===== config.mk =====
export PLATFORM = sky130hd
export DESIGN_NAME = pico_mem_router_flat
export DESIGN_NICKNAME = d
export VERILOG_FILES = /design/src/rtl/pico_mem_router_pkg.sv /design/src/rtl/pico_mem_router_if.sv /design/src/rtl/pico_mem_router_decode.sv /design/src/rtl/pico_mem_router.sv /design/src/flat_wrapper.sv
export SDC_FILE = /design/constraint.sdc
export NUM_CORES = 1
export LEC_CHECK = 0
export BUFFER_PORTS_ARGS = -buffer_cell sky130_fd_sc_hd__buf_4
export CORE_AREA = 10 10 158 160
export DETAILED_ROUTE_END_ITERATION = 8
export DIE_AREA = 0 0 168 170
export GPL_ROUTABILITY_DRIVEN = 0
export HOLD_SLACK_MARGIN = 0.1
export MAX_ROUTING_LAYER = met4
export SYNTH_ARGS = -nofsm -noshare
export SYNTH_HDL_FRONTEND = slang
export SYNTH_SLANG_ARGS = --single-unit

===== constraint.sdc =====
create_clock -name CLK -period 5.3 [get_ports CLK]
set_input_delay 0.265 -clock CLK [delete_from_list [all_inputs] [get_ports CLK]]
set_output_delay 0.265 -clock CLK [all_outputs]
set_load 0.01 [all_outputs]

===== src/rtl/pico_mem_router_pkg.sv =====
// Shared types and constants for the PicoRV32 memory router and its decoder.
package pico_mem_pkg;

  typedef enum logic [1:0] {
    IDLE = 2'd0,
    BRAM = 2'd1,
    MMIO = 2'd2,
    RESP = 2'd3
  } state_t;

  typedef enum logic [1:0] {
    SEL_NONE = 2'd0,
    SEL_BRAM = 2'd1,
    SEL_MMIO = 2'd2
  } sel_t;

  localparam logic [31:0] C_ERR_RDATA_DEF = 32'hDEAD_BEEF;
  localparam int          C_ERR_CNT_W     = 8;

  // Error counter holds at all-ones instead of wrapping.
  function automatic logic [C_ERR_CNT_W-1:0] err_cnt_inc(input logic [C_ERR_CNT_W-1:0] cnt);
    return (&cnt) ? cnt : cnt + 1'b1;
  endfunction

endpackage


===== src/rtl/pico_mem_router_if.sv =====
// PicoRV32-style valid/ready memory bus; master issues requests, slave completes them.
interface pico_mem_router_if;
  logic        VALID;
  logic        INSTR;
  logic        READY;
  logic [31:0] ADDR;
  logic [31:0] WDATA;
  logic [3:0]  WSTRB;
  logic [31:0] RDATA;

  modport master (
    output VALID, INSTR, ADDR, WDATA, WSTRB,
    input  READY, RDATA
  );

  modport slave (
    input  VALID, INSTR, ADDR, WDATA, WSTRB,
    output READY, RDATA
  );
endinterface


===== src/rtl/pico_mem_router_decode.sv =====
// Combinational base/mask region decoder; BRAM has priority on overlapping regions.
module pico_mem_decode
  import pico_mem_pkg::*;
#(
  parameter logic [31:0] C_BRAM_BASE = 32'h0000_0000,
  parameter logic [31:0] C_BRAM_MASK = 32'hFFFF_0000,
  parameter logic [31:0] C_MMIO_BASE = 32'h4000_0000,
  parameter logic [31:0] C_MMIO_MASK = 32'hF000_0000
) (
  input  logic [31:0] i_addr,
  output sel_t        o_sel
);

  logic w_bram_hit;
  logic w_mmio_hit;

  assign w_bram_hit = ((i_addr & C_BRAM_MASK) == C_BRAM_BASE);
  assign w_mmio_hit = ((i_addr & C_MMIO_MASK) == C_MMIO_BASE);

  always_comb begin
    o_sel = SEL_NONE;
    if (w_bram_hit) begin
      o_sel = SEL_BRAM;
    end else if (w_mmio_hit) begin
      o_sel = SEL_MMIO;
    end
  end

endmodule


===== src/rtl/pico_mem_router.sv =====
// Registers each core request, forwards it to BRAM or MMIO, and answers
// unmapped or stalled accesses with an error word plus a sticky error log.
module pico_mem_router
  import pico_mem_pkg::*;
#(
  parameter logic [31:0] C_BRAM_BASE = 32'h0000_0000,
  parameter logic [31:0] C_BRAM_MASK = 32'hFFFF_0000,
  parameter logic [31:0] C_MMIO_BASE = 32'h4000_0000,
  parameter logic [31:0] C_MMIO_MASK = 32'hF000_0000,
  parameter int unsigned C_TIMEOUT   = 16,
  parameter logic [31:0] C_ERR_RDATA = C_ERR_RDATA_DEF
) (
  input  logic                   CLK,
  input  logic                   RST,
  pico_mem_router_if.slave       mem,
  pico_mem_router_if.master      bram,
  pico_mem_router_if.master      mmio,
  output logic                   ERR_VALID,
  output logic [31:0]            ERR_ADDR,
  output logic                   ERR_INSTR,
  output logic [C_ERR_CNT_W-1:0] ERR_COUNT
);

  localparam int C_CNT_W = $clog2(C_TIMEOUT + 1);

  state_t                 r_state;
  logic [31:0]            r_addr;
  logic [31:0]            r_wdata;
  logic [3:0]             r_wstrb;
  logic                   r_instr;
  logic [31:0]            r_rdata;
  logic                   r_err;
  logic [C_CNT_W-1:0]     r_cnt;
  logic [31:0]            r_err_addr;
  logic                   r_err_instr;
  logic [C_ERR_CNT_W-1:0] r_err_count;

  state_t      w_state_next;
  sel_t        w_sel;
  logic        w_latch;
  logic        w_to_resp;
  logic        w_fail;
  logic [31:0] w_rdata_next;
  logic [31:0] w_err_addr;
  logic        w_err_instr;
  logic        w_expired;

  pico_mem_decode #(
    .C_BRAM_BASE (C_BRAM_BASE),
    .C_BRAM_MASK (C_BRAM_MASK),
    .C_MMIO_BASE (C_MMIO_BASE),
    .C_MMIO_MASK (C_MMIO_MASK)
  ) u_decode (
    .i_addr (mem.ADDR),
    .o_sel  (w_sel)
  );

  // Last waiting cycle: counter would reach C_TIMEOUT on this edge.
  assign w_expired = (r_cnt == C_CNT_W'(C_TIMEOUT - 1));

  always_comb begin
    w_state_next = r_state;
    w_latch      = 1'b0;
    w_to_resp    = 1'b0;
    w_fail       = 1'b0;
    w_rdata_next = r_rdata;
    w_err_addr   = r_addr;
    w_err_instr  = r_instr;
    case (r_state)
      IDLE: begin
        if (mem.VALID) begin
          w_latch = 1'b1;
          case (w_sel)
            SEL_BRAM: w_state_next = BRAM;
            SEL_MMIO: w_state_next = MMIO;
            default: begin
              w_state_next = RESP;
              w_to_resp    = 1'b1;
              w_fail       = 1'b1;
              w_rdata_next = C_ERR_RDATA;
              w_err_addr   = mem.ADDR;
              w_err_instr  = mem.INSTR;
            end
          endcase
        end
      end
      BRAM: begin
        if (bram.READY) begin
          w_state_next = RESP;
          w_to_resp    = 1'b1;
          w_rdata_next = bram.RDATA;
        end else if (w_expired) begin
          w_state_next = RESP;
          w_to_resp    = 1'b1;
          w_fail       = 1'b1;
          w_rdata_next = C_ERR_RDATA;
        end
      end
      MMIO: begin
        if (mmio.READY) begin
          w_state_next = RESP;
          w_to_resp    = 1'b1;
          w_rdata_next = mmio.RDATA;
        end else if (w_expired) begin
          w_state_next = RESP;
          w_to_resp    = 1'b1;
          w_fail       = 1'b1;
          w_rdata_next = C_ERR_RDATA;
        end
      end
      RESP: begin
        w_state_next = IDLE;
      end
      default: begin
        w_state_next = IDLE;
      end
    endcase
  end

  always_ff @(posedge CLK or posedge RST) begin
    if (RST) begin
      r_state     <= IDLE;
      r_addr      <= '0;
      r_wdata     <= '0;
      r_wstrb     <= '0;
      r_instr     <= 1'b0;
      r_rdata     <= '0;
      r_err       <= 1'b0;
      r_cnt       <= '0;
      r_err_addr  <= '0;
      r_err_instr <= 1'b0;
      r_err_count <= '0;
    end else begin
      r_state <= w_state_next;
      if (w_latch) begin
        r_addr  <= mem.ADDR;
        r_wdata <= mem.WDATA;
        r_wstrb <= mem.WSTRB;
        r_instr <= mem.INSTR;
      end
      if (w_to_resp) begin
        r_rdata <= w_rdata_next;
        r_err   <= w_fail;
      end
      if ((r_state == BRAM || r_state == MMIO) && !w_to_resp) begin
        r_cnt <= r_cnt + 1'b1;
      end else begin
        r_cnt <= '0;
      end
      // Log is written on entry to RESP so it is visible alongside ERR_VALID.
      if (w_fail) begin
        r_err_addr  <= w_err_addr;
        r_err_instr <= w_err_instr;
        r_err_count <= err_cnt_inc(r_err_count);
      end
    end
  end

  assign bram.VALID = (r_state == BRAM);
  assign bram.ADDR  = r_addr;
  assign bram.WDATA = r_wdata;
  assign bram.WSTRB = r_wstrb;
  assign bram.INSTR = r_instr & (r_state == BRAM);

  assign mmio.VALID = (r_state == MMIO);
  assign mmio.ADDR  = r_addr;
  assign mmio.WDATA = r_wdata;
  assign mmio.WSTRB = r_wstrb;
  assign mmio.INSTR = r_instr & (r_state == MMIO);

  assign mem.READY  = (r_state == RESP);
  assign mem.RDATA  = (r_state == RESP) ? r_rdata : 32'h0;

  assign ERR_VALID  = (r_state == RESP) && r_err;
  assign ERR_ADDR   = r_err_addr;
  assign ERR_INSTR  = r_err_instr;
  assign ERR_COUNT  = r_err_count;

endmodule


===== src/flat_wrapper.sv =====
// flat-port wrapper written by rule: the top's interface ports become plain ports
module pico_mem_router_flat import pico_mem_pkg::*;
#(
  parameter logic [31:0] C_BRAM_BASE = 32'h0000_0000,
  parameter logic [31:0] C_BRAM_MASK = 32'hFFFF_0000,
  parameter logic [31:0] C_MMIO_BASE = 32'h4000_0000,
  parameter logic [31:0] C_MMIO_MASK = 32'hF000_0000,
  parameter int unsigned C_TIMEOUT   = 16,
  parameter logic [31:0] C_ERR_RDATA = C_ERR_RDATA_DEF
)
  (CLK, RST, ERR_VALID, ERR_ADDR, ERR_INSTR, ERR_COUNT, mem_VALID, mem_INSTR, mem_ADDR, mem_WDATA, mem_WSTRB, mem_READY, mem_RDATA, bram_VALID, bram_INSTR, bram_ADDR, bram_WDATA, bram_WSTRB, bram_READY, bram_RDATA, mmio_VALID, mmio_INSTR, mmio_ADDR, mmio_WDATA, mmio_WSTRB, mmio_READY, mmio_RDATA);
  pico_mem_router_if mem_i ();
  pico_mem_router_if bram_i ();
  pico_mem_router_if mmio_i ();
  input  logic CLK;
  input  logic RST;
  output logic ERR_VALID;
  output logic [31:0] ERR_ADDR;
  output logic ERR_INSTR;
  output logic [C_ERR_CNT_W-1:0] ERR_COUNT;
  input wire logic [$bits(mem_i.VALID)-1:0] mem_VALID;
  input wire logic [$bits(mem_i.INSTR)-1:0] mem_INSTR;
  input wire logic [$bits(mem_i.ADDR)-1:0] mem_ADDR;
  input wire logic [$bits(mem_i.WDATA)-1:0] mem_WDATA;
  input wire logic [$bits(mem_i.WSTRB)-1:0] mem_WSTRB;
  output wire logic [$bits(mem_i.READY)-1:0] mem_READY;
  output wire logic [$bits(mem_i.RDATA)-1:0] mem_RDATA;
  output wire logic [$bits(bram_i.VALID)-1:0] bram_VALID;
  output wire logic [$bits(bram_i.INSTR)-1:0] bram_INSTR;
  output wire logic [$bits(bram_i.ADDR)-1:0] bram_ADDR;
  output wire logic [$bits(bram_i.WDATA)-1:0] bram_WDATA;
  output wire logic [$bits(bram_i.WSTRB)-1:0] bram_WSTRB;
  input wire logic [$bits(bram_i.READY)-1:0] bram_READY;
  input wire logic [$bits(bram_i.RDATA)-1:0] bram_RDATA;
  output wire logic [$bits(mmio_i.VALID)-1:0] mmio_VALID;
  output wire logic [$bits(mmio_i.INSTR)-1:0] mmio_INSTR;
  output wire logic [$bits(mmio_i.ADDR)-1:0] mmio_ADDR;
  output wire logic [$bits(mmio_i.WDATA)-1:0] mmio_WDATA;
  output wire logic [$bits(mmio_i.WSTRB)-1:0] mmio_WSTRB;
  input wire logic [$bits(mmio_i.READY)-1:0] mmio_READY;
  input wire logic [$bits(mmio_i.RDATA)-1:0] mmio_RDATA;
  assign mem_i.VALID = mem_VALID;
  assign mem_i.INSTR = mem_INSTR;
  assign mem_i.ADDR = mem_ADDR;
  assign mem_i.WDATA = mem_WDATA;
  assign mem_i.WSTRB = mem_WSTRB;
  assign mem_READY = mem_i.READY;
  assign mem_RDATA = mem_i.RDATA;
  assign bram_VALID = bram_i.VALID;
  assign bram_INSTR = bram_i.INSTR;
  assign bram_ADDR = bram_i.ADDR;
  assign bram_WDATA = bram_i.WDATA;
  assign bram_WSTRB = bram_i.WSTRB;
  assign bram_i.READY = bram_READY;
  assign bram_i.RDATA = bram_RDATA;
  assign mmio_VALID = mmio_i.VALID;
  assign mmio_INSTR = mmio_i.INSTR;
  assign mmio_ADDR = mmio_i.ADDR;
  assign mmio_WDATA = mmio_i.WDATA;
  assign mmio_WSTRB = mmio_i.WSTRB;
  assign mmio_i.READY = mmio_READY;
  assign mmio_i.RDATA = mmio_RDATA;
  pico_mem_router #(.C_BRAM_BASE(C_BRAM_BASE), .C_BRAM_MASK(C_BRAM_MASK), .C_MMIO_BASE(C_MMIO_BASE), .C_MMIO_MASK(C_MMIO_MASK), .C_TIMEOUT(C_TIMEOUT), .C_ERR_RDATA(C_ERR_RDATA)) u_core (.CLK(CLK), .RST(RST), .mem(mem_i), .bram(bram_i), .mmio(mmio_i), .ERR_VALID(ERR_VALID), .ERR_ADDR(ERR_ADDR), .ERR_INSTR(ERR_INSTR), .ERR_COUNT(ERR_COUNT));
endmodule

==> reports/qor.csv <==
stage;metric;value;unit
clocking;clk_lat worst skew;0.42;ns
die;Horiz. Die Dim;168;um
final_layout;post-route cell area;11200;sq um
sta;Sum Neg Setup Slack;0;ns
final_layout;nets;1207;
final_layout;fill cell count;1989;
power;Sequential Power Share;30.0;%
sta;clock skew;0.0119;ns
drt;drt first-iter violations;288;
drt;Final ANT Viol Nets;0;
sta;min Tclk post-route;3.59;ns
drt;TritonRoute pass-1 iters;4;
global_route;initial antenna violation count;0;
synth;post-synthesis cell type count;44;
setup_path;Setup crit end kind;flop;
min_path;HP Class;input port to flop;
sta;endpoints failing setup;0;
setup_path;number of buffers and inverters on the critical path;2;
sta;RSZ-0062 raised after global routing;no;
global_route;grt ovf;0;
global_route;first-pass GRT wire length;39900;um
synth;most common cell in the netlist;dfrtp_1;
synth;post-synthesis sequential area ratio;49.8;%
clocking;TritonCTS clock tree;done;
drt;Wirelength per Cell;18.8;um
die;initial cell density of the core;34.7;%
setup_path;CP Cell Sequence;inv_1 > ha_1 > nand2_4 > nor2_1 > a221o_1 > buf_4 > nand3_1 > a21oi_1;
die;Std-Cell Rows;54;
setup_path;crit-path leading delay family;simple AND/OR/NAND/NOR gates;
synth;Syn Std Cell Area;7530;sq um
sta;Worst-Margin Slew;1.14;ns
synth;top cells by count, synth;150 x dfrtp_1, 101 x nor2_1, 70 x mux2_2, 69 x buf_4, 36 x nand2_1;
setup_path;critical path startpoint category;flop;
setup_path;Worst EP required;5.64;ns
die;core area;21700;sq um
clocking;clk sinks;150;
final_layout;Layout area overhead;48.4;%
synth;Gate Count Post-Synth;730;
power;Internal Power;4.20;mW
power;Combinational Power Share;52.4;%
synth;Syn Nets;875;
synth;Post-Syn Area per Cell;10.3;sq um
drt;Vias;6547;
final_layout;n_diodes;0;
clocking;H-tree levels;4;
synth;yosys warns;0;
synth;fraction of registers with async set or reset after synthesis;100;%
final_layout;share of cells above drive strength 1;45.4;%
synth;number of enable flip-flop cells after synthesis;0;
drt;residual DRC count;0;
sta;fin. max-slew vios;0;
global_route;vias in the first global route;7024;
die;DIE HEIGHT;170;um
drt;WL final;25400;um
die;I/O Pins;353;
power;P_sw;2.91;mW
power;LEAKAGE;5.41;nW
clocking;CTS Buffer Depth;2;
run;max cap viols;0;
sta;final hold slack;0.113;ns
setup_path;Critical Path Slowest Stage Cell;a221o_1;
synth;top-area cell type share of the netlist area;49.8;%
run_status;status;finished clean;
setup_path;slowest stage delay, CP;0.73;ns
sta;Fmax;0.279;GHz
power;Max VDD drop;0.000324;V
final_layout;register area;3750;sq um
sta;Tcrit/Tclk final;67.7;%
place;Final HPWL DP;18700;um
synth;area leader, netlist;dfrtp_1;
die;die area;28600;sq um
synth;ranking of synthesized cells by area;dfrtp_1 50%, mux2_2 10%, buf_4 6.9%;
power;pwr/cell area;636;nW/um^2
final_layout;area of the multi-input gates;2970;sq um
clocking;Clk pin slew, worst setup/hold paths;0.06;ns
clocking;CTS buffer count;17;
setup_path;Worst Setup Path Type;flop to flop;
sta;final hold violations;0;
global_route;GRT Total Usage;17.8;%
global_route;largest net degree at the start of global routing;74;
clocking;post-CTS setup repair buffer count;0;
power;Sw Share;40.9;%
clocking;Post-CTS Resized;0;
setup_path;worst-path fanout max;73;
place;Area after DPL;9900;sq um
drt;DR vias/cell;4.83;
place;Inst Count DP;1256;
setup_path;WP data arrival;3.92;ns
sta;Max transition margin;24.3;%
synth;Synth Flop Type;dfrtp_1;
final_layout;Final Non-Filler Cells;1355;
synth;FF+latch count, synth;150;
clocking;root buffer cell;clkbuf_16;
place;IO buf count;352;
power;Clk pwr share;17.6;%
-- layout by cell type (no fill, tap or decap), types with 5 or more instances in the layout --
master,Yosys,routed
mux2_2,70,70
ha_1,7,6
dlygate4sd3_1,0,67
clkbuf_16,0,17
o2bb2ai_1,8,8
a21oi_2,8,7
nor3_1,7,6
nand3_2,11,11
a22oi_1,32,32
buf_4,69,360
nand2_1,36,36
a21oi_1,22,22
dfrtp_1,150,150
nand3_1,23,23
inv_1,32,31
nor2_1,101,100
and3_1,26,26
and2_1,13,13
o32ai_1,29,29
nand4_1,5,5
inv_6,0,5
-- flip-flops by register name (all words and copies together), names as in the netlist --
| signal | cells |
|---|---|
| u_core.bram.WDATA | 32 |
| u_core.r_rdata | 32 |
| u_core.r_cnt | 5 |
| u_core.ERR_ADDR | 32 |
| u_core.ERR_INSTR | 1 |
| u_core.bram.ADDR | 32 |
| u_core.r_state | 2 |
| u_core.r_err | 1 |
| u_core.ERR_COUNT | 8 |
| u_core.r_instr | 1 |
| u_core.bram.WSTRB | 4 |
-- cell families (layout without fill, tap and decap cells) --
| kind of cell | after synthesis | in the layout | synth area share (%) |
|---|---|---|---|
| compound gates | 116 | 116 | 11.8 |
| xor+xnor | 6 | 6 | 0.697 |
| fa+ha+maj | 7 | 7 | 1.16 |
| buf+inv | 147 | 492 | 11.1 |
| flops | 150 | 150 | 49.8 |
| mux | 70 | 70 | 10.5 |
| simple gates | 234 | 234 | 15.0 |
-- layout make-up --
cell class | instances | area share (%)
inverters | 33 | 1.15
clock inverters | 15 | 1.67
multi-input cells | 433 | 26.5
well taps | 280 | 3.13
repair buffers | 427 | 30.2
clock buffers | 17 | 3.80
flip-flops and latches | 150 | 33.6
-- per-layer routing --
layer	part of all wire [%]	global-route usage [%]	vias to the layer above
met5	0	-	-
met4	1.7	4.81	0
met3	6.6	4.93	25
met2	51	29.9	233
met1	41	20.6	3156
li1	-	-	3133
-- metrics by stage --
| step | worst slack (ns) | util (%) | total power, mW |
|---|---|---|---|
| 2_1_floorplan | 0.999 | - | 4.37 |
| 3_3_place_gp | 1.84 | 45.7 | 5.84 |
| 3_5_place_dp | 1.71 | 45.7 | 5.89 |
| 4_1_cts | 1.70 | 51.6 | 7.22 |
| 5_1_grt | 1.30 | 51.6 | 7.64 |
| 6_report | 1.71 | 51.6 | 7.11 |
-- worst min-delay path, delay by kind of cell --
family,cells,cell delay (ns)
simple gates,2,0.15
buf+inv,1,0.09
-- power groups by stage --
stage               clock, mW  combinational (mW)  sequential (mW)
floorplan                   0                2.15             2.21
global placement            0                3.70             2.14
detailed placement          0                3.74             2.15
CTS                      1.29                3.79             2.14
global route             1.33                4.09             2.21
finish                   1.25                3.72             2.13
-- what timing repair did --
item,CTS,global route
hold buffers,67,0
setup endpoints to repair,0,0
endpoints found under the hold margin,112,0
-- path summary, 6_finish.rpt --
| kind | from | end | slack [ns] | cells after the start |
|---|---|---|---|---|
| worst max-delay path | u_core.r_state[1] | u_core.r_rdata[15] | 1.71 | 8 |
| worst min-delay path | mem_ADDR[28] | u_core.bram.ADDR[28] | 0.11 | 3 |
| worst min register to register | u_core.r_cnt[0] | u_core.r_cnt[0] | 0.47 | 1 |
| max in group asynchronous | RST | u_core.bram.WDATA[3] | 3.76 | 4 |
| worst max register to register | u_core.r_state[1] | u_core.r_rdata[15] | 1.71 | 8 |
| min in group asynchronous | RST | u_core.ERR_COUNT[2] | 0.45 | 3 |
Power figures use the tool's default switching activity.
